<file path="config.mk">
export PLATFORM = sky130hd
export DESIGN_NAME = vga_face_sequencer_flat
export DESIGN_NICKNAME = d
export VERILOG_FILES = /design/src/rtl/vga_face_sequencer_if.sv /design/src/rtl/vga_face_sequencer.sv /design/src/flat_wrapper.sv
export SDC_FILE = /design/constraint.sdc
export NUM_CORES = 1
export LEC_CHECK = 0
export ABC_CLOCK_PERIOD_IN_PS = 3200
export BUFFER_PORTS_ARGS = -buffer_cell sky130_fd_sc_hd__buf_2
export CAP_MARGIN = 20
export CORE_UTILIZATION = 46
export CTS_CLUSTER_DIAMETER = 200
export DETAILED_ROUTE_END_ITERATION = 16
export PLACE_DENSITY = 0.69
export RECOVER_POWER = 100
export SYNTH_ARGS = -nofsm -noshare
export SYNTH_HDL_FRONTEND = slang
export SYNTH_SLANG_ARGS = --single-unit
export TNS_END_PERCENT = 5
</file>
<file path="constraint.sdc">
create_clock -name clk -period 3.2 [get_ports clk]
set_clock_uncertainty 0.05 [all_clocks]
set_input_delay 0.64 -clock clk [delete_from_list [all_inputs] [get_ports clk]]
set_output_delay 0.64 -clock clk [all_outputs]
set_load 0.01 [all_outputs]
</file>
<file path="src/rtl/vga_face_sequencer_if.sv">
`default_nettype none
// ============================================================================
//  Module   : vga_face_sequencer_if
//  Brief    : Board-side controls, snooped Avalon-ST handshake and the
//             face/filter selection outputs of the face sequencer.
//  Revision : 1.0  initial release
// ============================================================================
interface vga_face_sequencer_if;
    logic        btn_face;
    logic        btn_filter;
    logic        auto_en;
    logic        st_valid;
    logic        st_ready;
    logic        st_eop;
    logic [1:0]  face_select;
    logic [3:0]  filter_select;
    logic        pending;
    logic [15:0] frame_count;

    // Board I/O plus streamer handshake side
    modport master (
        output btn_face, btn_filter, auto_en, st_valid, st_ready, st_eop,
        input  face_select, filter_select, pending, frame_count
    );

    // Sequencer side
    modport slave (
        input  btn_face, btn_filter, auto_en, st_valid, st_ready, st_eop,
        output face_select, filter_select, pending, frame_count
    );
endinterface
`default_nettype wire

</file>
<file path="src/rtl/vga_face_sequencer.sv">
`default_nettype none
// ============================================================================
//  Module   : vga_face_sequencer
//  Brief    : Selects face/filter for the 640x480 streamer. Button presses and
//             slideshow expiries are held pending and applied only on a frame
//             boundary (accepted end-of-packet), so no frame mixes settings.
//  Revision : 1.0  initial release
// ============================================================================
module vga_face_sequencer #(
    parameter int FRAMES_PER_FACE = 120,
    parameter int DEBOUNCE_CYCLES = 50000,
    parameter int NUM_FACES       = 3
) (
    input  logic                 clk,
    input  logic                 reset,
    vga_face_sequencer_if.slave  bus
);

    localparam int         c_DB_W      = (DEBOUNCE_CYCLES > 1) ? $clog2(DEBOUNCE_CYCLES) : 1;
    localparam int         c_AUTO_W    = (FRAMES_PER_FACE > 1) ? $clog2(FRAMES_PER_FACE) : 1;
    localparam logic [c_DB_W-1:0]   c_DB_LAST   = c_DB_W'(DEBOUNCE_CYCLES - 1);
    localparam logic [c_AUTO_W-1:0] c_AUTO_LAST = c_AUTO_W'(FRAMES_PER_FACE - 1);
    localparam logic [1:0] c_LAST_FACE = 2'(NUM_FACES - 1);

    typedef enum logic [1:0] {
        S_HOLD  = 2'd0,
        S_ARMED = 2'd1,
        S_APPLY = 2'd2
    } state_t;

    state_t              r_state;
    state_t              w_next_state;
    logic                r_face_req;
    logic                r_filter_req;
    logic [1:0]          r_face;
    logic [3:0]          r_filter;
    logic [3:0]          w_filter_next;
    logic                r_pending;
    logic [15:0]         r_frame_count;
    logic [c_AUTO_W-1:0] r_auto_cnt;

    logic [1:0] w_btn_raw;
    logic [1:0] w_press;
    logic       w_frame_end;
    logic       w_auto_expire;
    logic       w_face_take;
    logic       w_filter_take;
    logic       w_apply;

    assign w_btn_raw = {bus.btn_filter, bus.btn_face};

    // Per button: 2-flop synchroniser, stability counter, rising-edge pulse.
    // Index 0 is the face button, index 1 the filter button.
    generate
        for (genvar gi = 0; gi < 2; gi++) begin : g_btn
            logic [1:0]        r_sync;
            logic              r_stable;
            logic [c_DB_W-1:0] r_db_cnt;
            logic              r_pulse;

            // Accept a new level only after DEBOUNCE_CYCLES consecutive differing samples
            always_ff @(posedge clk or posedge reset) begin
                if (reset) begin
                    r_sync   <= 2'b00;
                    r_stable <= 1'b0;
                    r_db_cnt <= '0;
                    r_pulse  <= 1'b0;
                end else begin
                    r_sync  <= {r_sync[0], w_btn_raw[gi]};
                    r_pulse <= 1'b0;
                    if (r_sync[1] == r_stable) begin
                        r_db_cnt <= '0;
                    end else if (r_db_cnt == c_DB_LAST) begin
                        r_stable <= r_sync[1];
                        r_db_cnt <= '0;
                        r_pulse  <= r_sync[1];
                    end else begin
                        r_db_cnt <= r_db_cnt + 1'b1;
                    end
                end
            end

            assign w_press[gi] = r_pulse;
        end
    endgenerate

    assign w_frame_end   = bus.st_valid & bus.st_ready & bus.st_eop;
    assign w_auto_expire = bus.auto_en & w_frame_end & (r_auto_cnt == c_AUTO_LAST);

    // A request counts whether already latched or arriving this very cycle, so
    // a press landing on the frame_end edge is applied on that edge.
    assign w_face_take   = r_face_req | w_press[0] | w_auto_expire;
    assign w_filter_take = r_filter_req | w_press[1];
    assign w_apply       = w_frame_end & (r_state != S_APPLY) & (w_face_take | w_filter_take);

    // Next filter code in the fixed rotation
    always_comb begin
        w_filter_next = 4'b0000;
        case (r_filter)
            4'b0000: w_filter_next = 4'b0001;
            4'b0001: w_filter_next = 4'b0010;
            4'b0010: w_filter_next = 4'b0100;
            4'b0100: w_filter_next = 4'b0011;
            4'b0011: w_filter_next = 4'b1000;
            default: w_filter_next = 4'b0000;
        endcase
    end

    // Next-state decode for the pending/apply sequencer
    always_comb begin
        w_next_state = r_state;
        case (r_state)
            S_HOLD: begin
                if (w_apply)
                    w_next_state = S_APPLY;
                else if (w_face_take | w_filter_take)
                    w_next_state = S_ARMED;
            end
            S_ARMED: begin
                if (w_apply)
                    w_next_state = S_APPLY;
            end
            S_APPLY: begin
                w_next_state = (w_face_take | w_filter_take) ? S_ARMED : S_HOLD;
            end
            default: w_next_state = S_HOLD;
        endcase
    end

    // State register, requests, selections, pending flag and frame counter
    always_ff @(posedge clk or posedge reset) begin
        if (reset) begin
            r_state       <= S_HOLD;
            r_face_req    <= 1'b0;
            r_filter_req  <= 1'b0;
            r_face        <= 2'd0;
            r_filter      <= 4'b0000;
            r_pending     <= 1'b0;
            r_frame_count <= 16'd0;
        end else begin
            r_state      <= w_next_state;
            r_face_req   <= w_face_take & ~w_apply;
            r_filter_req <= w_filter_take & ~w_apply;
            r_pending    <= (w_next_state == S_ARMED);
            if (w_apply && w_face_take)
                r_face <= (r_face == c_LAST_FACE) ? 2'd0 : r_face + 2'd1;
            if (w_apply && w_filter_take)
                r_filter <= w_filter_next;
            if (w_frame_end)
                r_frame_count <= r_frame_count + 16'd1;
        end
    end

    // Slideshow frame counter: idle when manual, restarts on any applied face change
    always_ff @(posedge clk or posedge reset) begin
        if (reset) begin
            r_auto_cnt <= '0;
        end else if (!bus.auto_en || (w_apply && w_face_take)) begin
            r_auto_cnt <= '0;
        end else if (w_frame_end) begin
            r_auto_cnt <= (r_auto_cnt == c_AUTO_LAST) ? '0 : r_auto_cnt + 1'b1;
        end
    end

    assign bus.face_select   = r_face;
    assign bus.filter_select = r_filter;
    assign bus.pending       = r_pending;
    assign bus.frame_count   = r_frame_count;

endmodule
`default_nettype wire

</file>
<file path="src/flat_wrapper.sv">
// flat-port wrapper written by rule: the top's interface ports become plain ports
module vga_face_sequencer_flat 
#(
    parameter int FRAMES_PER_FACE = 120,
    parameter int DEBOUNCE_CYCLES = 50000,
    parameter int NUM_FACES       = 3
)
  (clk, reset, bus_btn_face, bus_btn_filter, bus_auto_en, bus_st_valid, bus_st_ready, bus_st_eop, bus_face_select, bus_filter_select, bus_pending, bus_frame_count);
  vga_face_sequencer_if bus_i ();
  input  logic clk;
  input  logic reset;
  input wire logic [$bits(bus_i.btn_face)-1:0] bus_btn_face;
  input wire logic [$bits(bus_i.btn_filter)-1:0] bus_btn_filter;
  input wire logic [$bits(bus_i.auto_en)-1:0] bus_auto_en;
  input wire logic [$bits(bus_i.st_valid)-1:0] bus_st_valid;
  input wire logic [$bits(bus_i.st_ready)-1:0] bus_st_ready;
  input wire logic [$bits(bus_i.st_eop)-1:0] bus_st_eop;
  output wire logic [$bits(bus_i.face_select)-1:0] bus_face_select;
  output wire logic [$bits(bus_i.filter_select)-1:0] bus_filter_select;
  output wire logic [$bits(bus_i.pending)-1:0] bus_pending;
  output wire logic [$bits(bus_i.frame_count)-1:0] bus_frame_count;
  assign bus_i.btn_face = bus_btn_face;
  assign bus_i.btn_filter = bus_btn_filter;
  assign bus_i.auto_en = bus_auto_en;
  assign bus_i.st_valid = bus_st_valid;
  assign bus_i.st_ready = bus_st_ready;
  assign bus_i.st_eop = bus_st_eop;
  assign bus_face_select = bus_i.face_select;
  assign bus_filter_select = bus_i.filter_select;
  assign bus_pending = bus_i.pending;
  assign bus_frame_count = bus_i.frame_count;
  vga_face_sequencer #(.FRAMES_PER_FACE(FRAMES_PER_FACE), .DEBOUNCE_CYCLES(DEBOUNCE_CYCLES), .NUM_FACES(NUM_FACES)) u_core (.clk(clk), .reset(reset), .bus(bus_i));
endmodule
</file>
After elaboration in Yosys (flattened, before gate mapping)
Index checks and enable logic that the tools add are counted.
{"block": "word_totals", "ff_bits": 74, "mem_count": 0, "ram_bits": 0, "wordCells": 77, "input_bits": 8, "latchBits": 0, "mem_bits_ro": 0, "out_inout_bits": 23}
{"block": "classes", "n_bitwise": 15, "div": 0, "shifts": 0, "n_addsub": 5, "multipliers": 0, "n_eq_ne": 14, "reduce_logical": 9, "muxes": 18, "magnitude_cmp": 0}
{"operator": "16-bit two-way mux", "count": 4}
{"operator": "16-bit by 1-bit adder with 16-bit output (second input constant)", "count": 3}
{"operator": "16-bit equality test (second input constant)", "count": 2}
{"operator": "7-bit two-way mux", "count": 3}
{"operator": "4-bit one-hot mux with 5 select lines", "count": 1}
{"operator": "1-bit AND", "count": 8}
{"operator": "4-bit by 2-bit equality test with 1-bit output (second input constant)", "count": 2}
{"operator": "2-bit two-way mux", "count": 4}
{"operator": "7-bit by 1-bit adder with 7-bit output (second input constant)", "count": 1}
{"operator": "7-bit equality test (second input constant)", "count": 1}
{"operator": "2-bit one-hot mux with 3 select lines", "count": 1}
{"operator": "1-bit two-way mux", "count": 5}
{"operator": "2-bit by 1-bit equality test with 1-bit output (second input constant)", "count": 2}
{"operator": "2-bit equality test (second input constant)", "count": 2}
{"operator": "4-bit by 1-bit equality test with 1-bit output (second input constant)", "count": 1}
{"operator": "4-bit by 3-bit equality test with 1-bit output (second input constant)", "count": 1}
{"operator": "4-bit logical NOT", "count": 1}
{"operator": "1-bit OR", "count": 4}
{"operator": "2-bit AND reduction", "count": 2}
{"operator": "1-bit inverter", "count": 3}
{"operator": "2-bit by 1-bit adder with 2-bit output (second input constant)", "count": 1}
{"operator": "1-bit equality test", "count": 2}
{"operator": "1-bit logical AND", "count": 2}
{"operator": "2-bit logical NOT", "count": 1}
{"operator": "other kinds (4)", "count": 4}

Depth between registers and ports, before layout
Gate-level depths: netlist of the first run.
{"block": "logic_depth", "word_depth": 10, "mapped_depth": 6, "ltp_nobuf": 5}

Worst setup path before layout of the first run
Ideal clock, no wire load.
{"block": "synth_timing", "path_type": "reg-to-reg", "startpoint": "register u_core.g_btn[1].r_db_cnt[7]", "endpoint": "register u_core.g_btn[1].r_stable", "n_path_buf": 1, "setup_slack_ns": 1.233, "required_time_ns": 3.025, "t_arrival_ns": 1.792, "path_stages_with_launch": 5, "synth_period_minus_slack_ns": 1.967, "path_cell_list": "dfrtp_1 > buf_6 > or4_1 > or4_4 > mux2_4"}
{"block": "synth_via", "elab_chain_len": 2}
{"element": "start, declared", "line": "vga_face_sequencer.sv:58", "text": "logic [c_DB_W-1:0] r_db_cnt;"}
{"element": "start signal, assigned", "line": "vga_face_sequencer.sv:78", "text": "r_db_cnt <= r_db_cnt + 1'b1;"}
{"element": "16-bit equality test", "line": "vga_face_sequencer.sv:73", "text": "end else if (r_db_cnt == c_DB_LAST) begin"}
{"element": "2-bit AND reduction (no source line)"}
{"element": "end signal, assigned", "line": "vga_face_sequencer.sv:74", "text": "r_stable <= r_sync[1];"}
{"element": "end, declared", "line": "vga_face_sequencer.sv:57", "text": "logic r_stable;"}
No other way between the ends.
A chain may end at the register's enable or synchronous reset.

Worst setup path in the final report of the first run
{"block": "layout_timing", "startpoint": "register u_core.g_btn[1].r_db_cnt[7]", "endpoint": "register u_core.g_btn[1].r_db_cnt[11]"}
{"block": "layout_via", "elab_chain_len": 3, "elab_cells_between_ends": 4, "cone_classes": "add/sub (1); eq/ne (1); mux (2)"}
{"element": "16-bit by 1-bit adder with 16-bit output or 16-bit equality test (tied branches)", "line": "vga_face_sequencer.sv:78, vga_face_sequencer.sv:73"}
{"element": "16-bit two-way mux *", "line": "vga_face_sequencer.sv:73"}
{"element": "16-bit two-way mux *", "line": "vga_face_sequencer.sv:71", "text": "if (r_sync[1] == r_stable) begin"}
Mark *: on every way between the ends. The rest lies on a longest branch, timed or not.

==> results of run 1 <==
## synthesized netlist by cell type (all sizes together)
cell type  number
dfrtp          74
nor2           48
xnor2          38
nand2          26
nand3          17
nand4          17
nor3           13
nor4           12
inv            10
a21oi           9
xor2            8
and3            5
o21ai           5
clkbuf          4
ha              4
mux2            4
nand2b          4
and2            3
nor2b           3
o221ai          3
a21boi          2
and4            2
buf             2
nor3b           2
o41ai           2
or2             2
or4             2
or4b            2
a211oi          1
a41o            1
mux2i           1
nand3b          1
nand4b          1
nand4bb         1
o31ai           1
or3             1
## power groups by stage
stage                     registers [W]  logic, W  clock network, W
after floorplan                 0.00110  0.000111                 0
after global placement          0.00108  0.000216                 0
after detailed placement        0.00109  0.000218                 0
after CTS                       0.00107  0.000219          0.000814
after global routing            0.00108  0.000229          0.000845
final                           0.00107  0.000198          0.000784
## area by class of cell
cell class                      count  area (um2)  area share [%]
Sequential cell                    74        1850            48.0
Multi-Input combinational cell    241        1480            38.4
Timing Repair Buffer               32         145            3.77
Clock buffer                       10         138            3.57
Tap cell                           99         124            3.21
Clock inverter                      5        78.8            2.04
Inverter                           10        37.5           0.974
## layer usage
layer / vias up / GRT usage, %
li1: 1229 / -
met1: 1188 / 20.9
met2: 46 / 28.2
met3: 12 / 4.57
met4: 0 / 7.77
met5: - / 0
## through the flow
stage	cell area, um2	setup WS, ps	utilization, %
6_report	3850	976	53.4
2_1_floorplan	3420	628	-
3_3_place_gp	3690	1030	51.1
4_1_cts	3900	1210	54.1
5_1_grt	3850	852	53.4
3_5_place_dp	3690	1000	51.1
## critical path: stages (launching register included)
cell	delay (ps)
dfrtp_1	460
or4_1	480
or4_1	580
nand2_1	410
nor2_1	110
## flip-flops by register name, summed over array words and instances (netlist names)
name and count:
u_core.bus.filter_select 4, u_core.r_state 2, u_core.bus.face_select 2, u_core.g_btn.r_db_cnt 32, u_core.g_btn.r_stable 2, u_core.r_face_req 1, u_core.r_auto_cnt 7, u_core.g_btn.r_sync 4
u_core.g_btn.r_pulse 2, u_core.bus.pending 1, u_core.bus.frame_count 16, u_core.r_filter_req 1
## path summary, 6_finish.rpt
check                                             from                            to  slack [ps]  cells after the start
setup / recovery           u_core.g_btn[1].r_db_cnt[7]  u_core.g_btn[1].r_db_cnt[11]         980                      4
hold / removal               u_core.g_btn[0].r_sync[0]     u_core.g_btn[0].r_sync[1]         300                      0
setup reg to reg           u_core.g_btn[1].r_db_cnt[7]  u_core.g_btn[1].r_db_cnt[11]         980                      4
hold reg to reg              u_core.g_btn[0].r_sync[0]     u_core.g_btn[0].r_sync[1]         300                      0
max in group asynchronous                        reset     u_core.bus.frame_count[0]        1710                      3
min in group asynchronous                        reset     u_core.g_btn[1].r_sync[0]         580                      2
## kinds of logic after synthesis
family	count (synthesis)	synth area share, %
AOI/OAI and AO/OA	24	4.50
xor gates and xnor gates	46	11.8
adders and majority gates	4	1.46
buffers and inverters	16	2.19
DFF	74	54.1
muxes	5	1.72
and+or+nand+nor	162	24.2
==> results by group, run 1 <==
Run status
  – Status: complete, no violations

Yosys
  – Syn nets: 343
  – Synthesized area: 3420 um2
  – Post-Syn Area per Cell: 10.3 um2
  – Top cell type's share of synthesized area: 54.1%
  – Yosys warns: 0
  – Library cells used by synthesis: 41
  – Post-synth top area cell: dfrtp_1
  – Ranking of synthesized cells by area: dfrtp_1 (54%), xnor2_1 (9.7%), nor2_1 (5.3%), nand4_1 (3.1%), nand2_1 (2.7%)
  – Seq cells post-synth: 74
  – Gate Count Post-Synth: 331
  – Register area share after synthesis: 54.1%

Route
  – Met3 WL: 191 um
  – DRT Wirelength: 5.94 mm
  – Initial DRC count: 74
  – DR pass1 iterations: 4
  – Top Metal Used: met4
  – Vias: 2475
  – Drt via density: 5.25
  – Wire length per cell: 12.6 um
  – Met2 WL: 2.83 mm
  – DRC violations left: 0
  – Remaining antenna violation count: 0
  – Post-Route M1 WL: 2.79 mm

Power
  – Pwr Density: 533 nW/um2
  – Leakage: 1.59 nW
  – Maximum vdd ir drop: 219 uV
  – Overall power: 0.00205 W
  – Psw: 0.000515 W
  – Gate power share: 9.6%
  – Internal power: 0.00154 W
  – Sequential fraction of design power: 52.2%
  – Clock share of power: 38.2%
  – Switch share: 25.1%

Global routing
  – Vias in the first global route: 2385
  – Initial antenna violation count: 0
  – Largest net degree at the start of global routing: 43
  – Gr usage total: 17.0%
  – First-pass GRT wire length: 10.2 mm
  – Grt total ovfl: 0

Place
  – Cells after DPL: 456
  – GP Congestion: 0.885
  – Port Buf Inserts: 30
  – Hpwl dp: 4.09 mm

Clock network
  – Sink Count: 74
  – Setup Buffers After CTS: 0
  – Worst-path clk slew: 70 ps
  – CTS tree: yes
  – Number of buffers created by CTS: 9
  – Post-CTS Resized: 0
  – H-tree Lvls: 3
  – Clk root buf: clkbuf_8
  – CTS Hold Bufs: 0
  – CTS Buffer Depth: 2
  – Clk_lat worst skew: 350 ps

Floorplanning
  – Chip Height: 88.3 um
  – I/O pins: 31
  – Die width: 88.3 um
  – Full die area: 7790 um2
  – Core Region: 7210 um2
  – Initial Util: 47.4%
  – Rows: 31

Worst hold path
  – Hold Crit Class: register to register

STA
  – Final Hold Fails: 0
  – Minimum clock period: 2220 ps
  – RSZ-0062 raised after global routing: false
  – Tcrit/Tclk final: 69.5%
  – Worst slew margin: 16.9%
  – Max Slew Vio Count: 0
  – Fin Hold WS: 300 ps
  – Final setup viols: 0
  – Final setup TNS: 0 ps
  – Maximum clock frequency: 450 MHz
  – Worst-Margin Slew: 1250 ps

Cells and area
  – Net count, final: 380
  – Layout cell share with drive strength beyond 1: 8.06%
  – Commonest cells after routing, fill and taps aside: dfrtp_1 (74), nor2_1 (48), xnor2_1 (38)
  – Antenna diodes: 0
  – Non-filler cells, final: 471
  – Commonest non-fill, non-tap cell in the layout: dfrtp_1
  – Area grow syn2layout: 12.7%
  – Filler Cell Count: 683

Setup path
  – CP startpoint kind: register
  – Critical Setup Path Class: register to register
  – Crit. End Element: register
  – Worst EP arrival: 2390 ps
  – CP max FO: 15
  – Required @ worst endpoint: 3360 ps

Flow run
  – Total of max-cap violations: 0
Note: power is estimated with default switching activity, not from simulation.
==> run 2, diff against run 1 <==
ABC_CLOCK_PERIOD_IN_PS = 2100   (was 3200)
clock period = 2.1 ns   (was 3.2 ns; I/O delays follow)
==> results by group, run 2 (synthesized netlist as in run 1, its figures left out) <==
Run status
  – Status: complete, no violations

STA
  – Setup ws final: 85.6 ps (-891 ps)
  – Worst slew margin: 32.5% (+16 points)
  – Worst-Margin Slew: 1010 ps (-238 ps)
  – Minimum clock period: 2010 ps (-209 ps)
  – RSZ-0062 raised after global routing: false
  – Final Hold Fails: 0 (unchanged)
  – Tcrit/Tclk final: 95.9% (+26 points)
  – Max Slew Vio Count: 0 (unchanged)
  – Final setup TNS: 0 ps (unchanged)
  – Maximum clock frequency: 496 MHz (+10%)
  – Final setup viols: 0 (unchanged)

Place
  – Dpl cell area: 3770 um2 (+2.3%)
  – Placement Setup Slack: 107 ps (-894 ps)
  – Cells after DPL: 465 (+2.0%)
  – Hpwl dp: 4.34 mm (+6.0%)
  – Port Buf Inserts: 30 (unchanged)
  – GP Congestion: 0.801 (-9.5%)

Cells and area
  – Commonest non-fill, non-tap cell in the layout: dfrtp_1
  – Net count, final: 389 (+2.4%)
  – Post-route cell area: 3910 um2 (+1.5%)
  – Layout cell share with drive strength beyond 1: 9.69% (+1.6 points)
  – Area grow syn2layout: 14.3%
  – Largest register by flop count: u_core.g_btn.r_db_cnt
  – Max FFs per register: 32 (unchanged)
  – Non-filler cells, final: 481 (+2.1%)
  – Commonest cells after routing, fill and taps aside: dfrtp_1 (74), nor2_1 (48), xnor2_1 (38)
  – Antenna diodes: 0 (unchanged)

Setup path
  – Crit. End Element: register
  – R2r setup slk: 90 ps (-890 ps)
  – Worst EP arrival: 2190 ps (-200 ps)
  – Required @ worst endpoint: 2280 ps (-1080 ps)
  – CP startpoint kind: register
  – CP max FO: 4 (-11)
  – Critical Setup Path Class: register to register

Route
  – Drt via density: 5.25 (about the same)
  – Wire length per cell: 12.8 um (+1.5%)
  – Initial DRC count: 67 (-9.5%)
  – Remaining antenna violation count: 0 (unchanged)
  – DRC violations left: 0 (unchanged)
  – Vias: 2526 (+2.1%)
  – DRT Wirelength: 6.16 mm (+3.6%)
  – DR pass1 iterations: 4 (unchanged)

Clock network
  – Clk_lat worst skew: 340 ps (about the same)
  – Worst-path clk slew: 80 ps (about the same)
  – Setup Buffers After CTS: 0 (unchanged)
  – CTS Buffer Depth: 2 (unchanged)
  – CTS tree: yes
  – Clk root buf: clkbuf_8
  – Number of buffers created by CTS: 9 (unchanged)
  – Sink Count: 74 (unchanged)
  – H-tree Lvls: 3 (unchanged)
  – CTS Hold Bufs: 0 (unchanged)
  – Post-CTS Resized: 0 (unchanged)

Flow run
  – Total of max-cap violations: 0 (unchanged)

Power
  – Leakage: 1.62 nW (+1.4%)
  – Pwr Density: 803 nW/um2 (+51%)
  – Maximum vdd ir drop: 346 uV (+58%)

Floorplanning
  – I/O pins: 31 (unchanged)
  – Full die area: 7790 um2 (unchanged)
  – Rows: 31 (unchanged)
  – Initial Util: 47.4% (unchanged)
  – Die width: 88.3 um (unchanged)
  – Core Region: 7210 um2 (unchanged)
  – Chip Height: 88.3 um (unchanged)

Worst hold path
  – Hold Crit Class: primary input to register

Global routing
  – Largest net degree at the start of global routing: 32 (-26%)
  – Gr usage total: 17.9% (+0.87 points)
  – Initial antenna violation count: 0 (unchanged)
  – Vias in the first global route: 2490 (+4.4%)
  – Grt total ovfl: 0 (unchanged)
  – First-pass GRT wire length: 10.8 mm (+5.8%)
## run 2: critical path, cell delays in order (launching register included)
cell and delay [ps]:
dfrtp_1 420, or4_1 540, or4_4 570, mux2_1 330
## run 2: area by class of cell
cell class              count  area, um2
inverters                  10       38.8
clock inverters             6       90.1
fillers                   677       3300
flip-flops and latches     74       1850
clock buffers              10        128
multi-input cells         241       1490
well taps                  99        124
repair buffers             41        188
## run 2: per-stage QoR
step / util [%] / total power, W / hold slack [ps]
floorplan: - / 0.00185 / 281
global placement: 52.3 / 0.00198 / 284
detailed placement: 52.3 / 0.00200 / 286
CTS: 55.3 / 0.00321 / 77.4
global route: 54.2 / 0.00332 / 109
finish: 54.2 / 0.00314 / 126
## run 2: worst paths after layout
check | from | to | depth (start not counted)
max | u_core.g_btn[1].r_db_cnt[11] | u_core.g_btn[1].r_stable | 3
min | bus_btn_face | u_core.g_btn[0].r_sync[0] | 1
max reg2reg | u_core.g_btn[1].r_db_cnt[11] | u_core.g_btn[1].r_stable | 3
min reg2reg | u_core.g_btn[0].r_sync[0] | u_core.g_btn[0].r_sync[1] | 0
max in group asynchronous | reset | u_core.bus.frame_count[6] | 3
min in group asynchronous | reset | u_core.g_btn[1].r_db_cnt[14] | 2
## run 2: power breakdown
| part | total [W] | internal [W] | switching [W] | leakage (nW) |
|---|---|---|---|---|
| Combinational | 0.000304 | 0.000130 | 0.000174 | 0.517 |
| Sequential | 0.00163 | 0.00152 | 0.000109 | 0.994 |
| Clock | 0.00120 | 0.000673 | 0.000531 | 0.107 |
| Total | 0.00314 | 0.00233 | 0.000814 | 1.62 |
## run 2: metal layers
metal  track usage (%)  share of wire (%)  up-vias
met2              30.0                 47       31
met1              22.1                 48     1234
met4              7.48                1.7        0
li1                  -                  -     1252
met5                 0                  0        -
met3              4.48                2.8        9
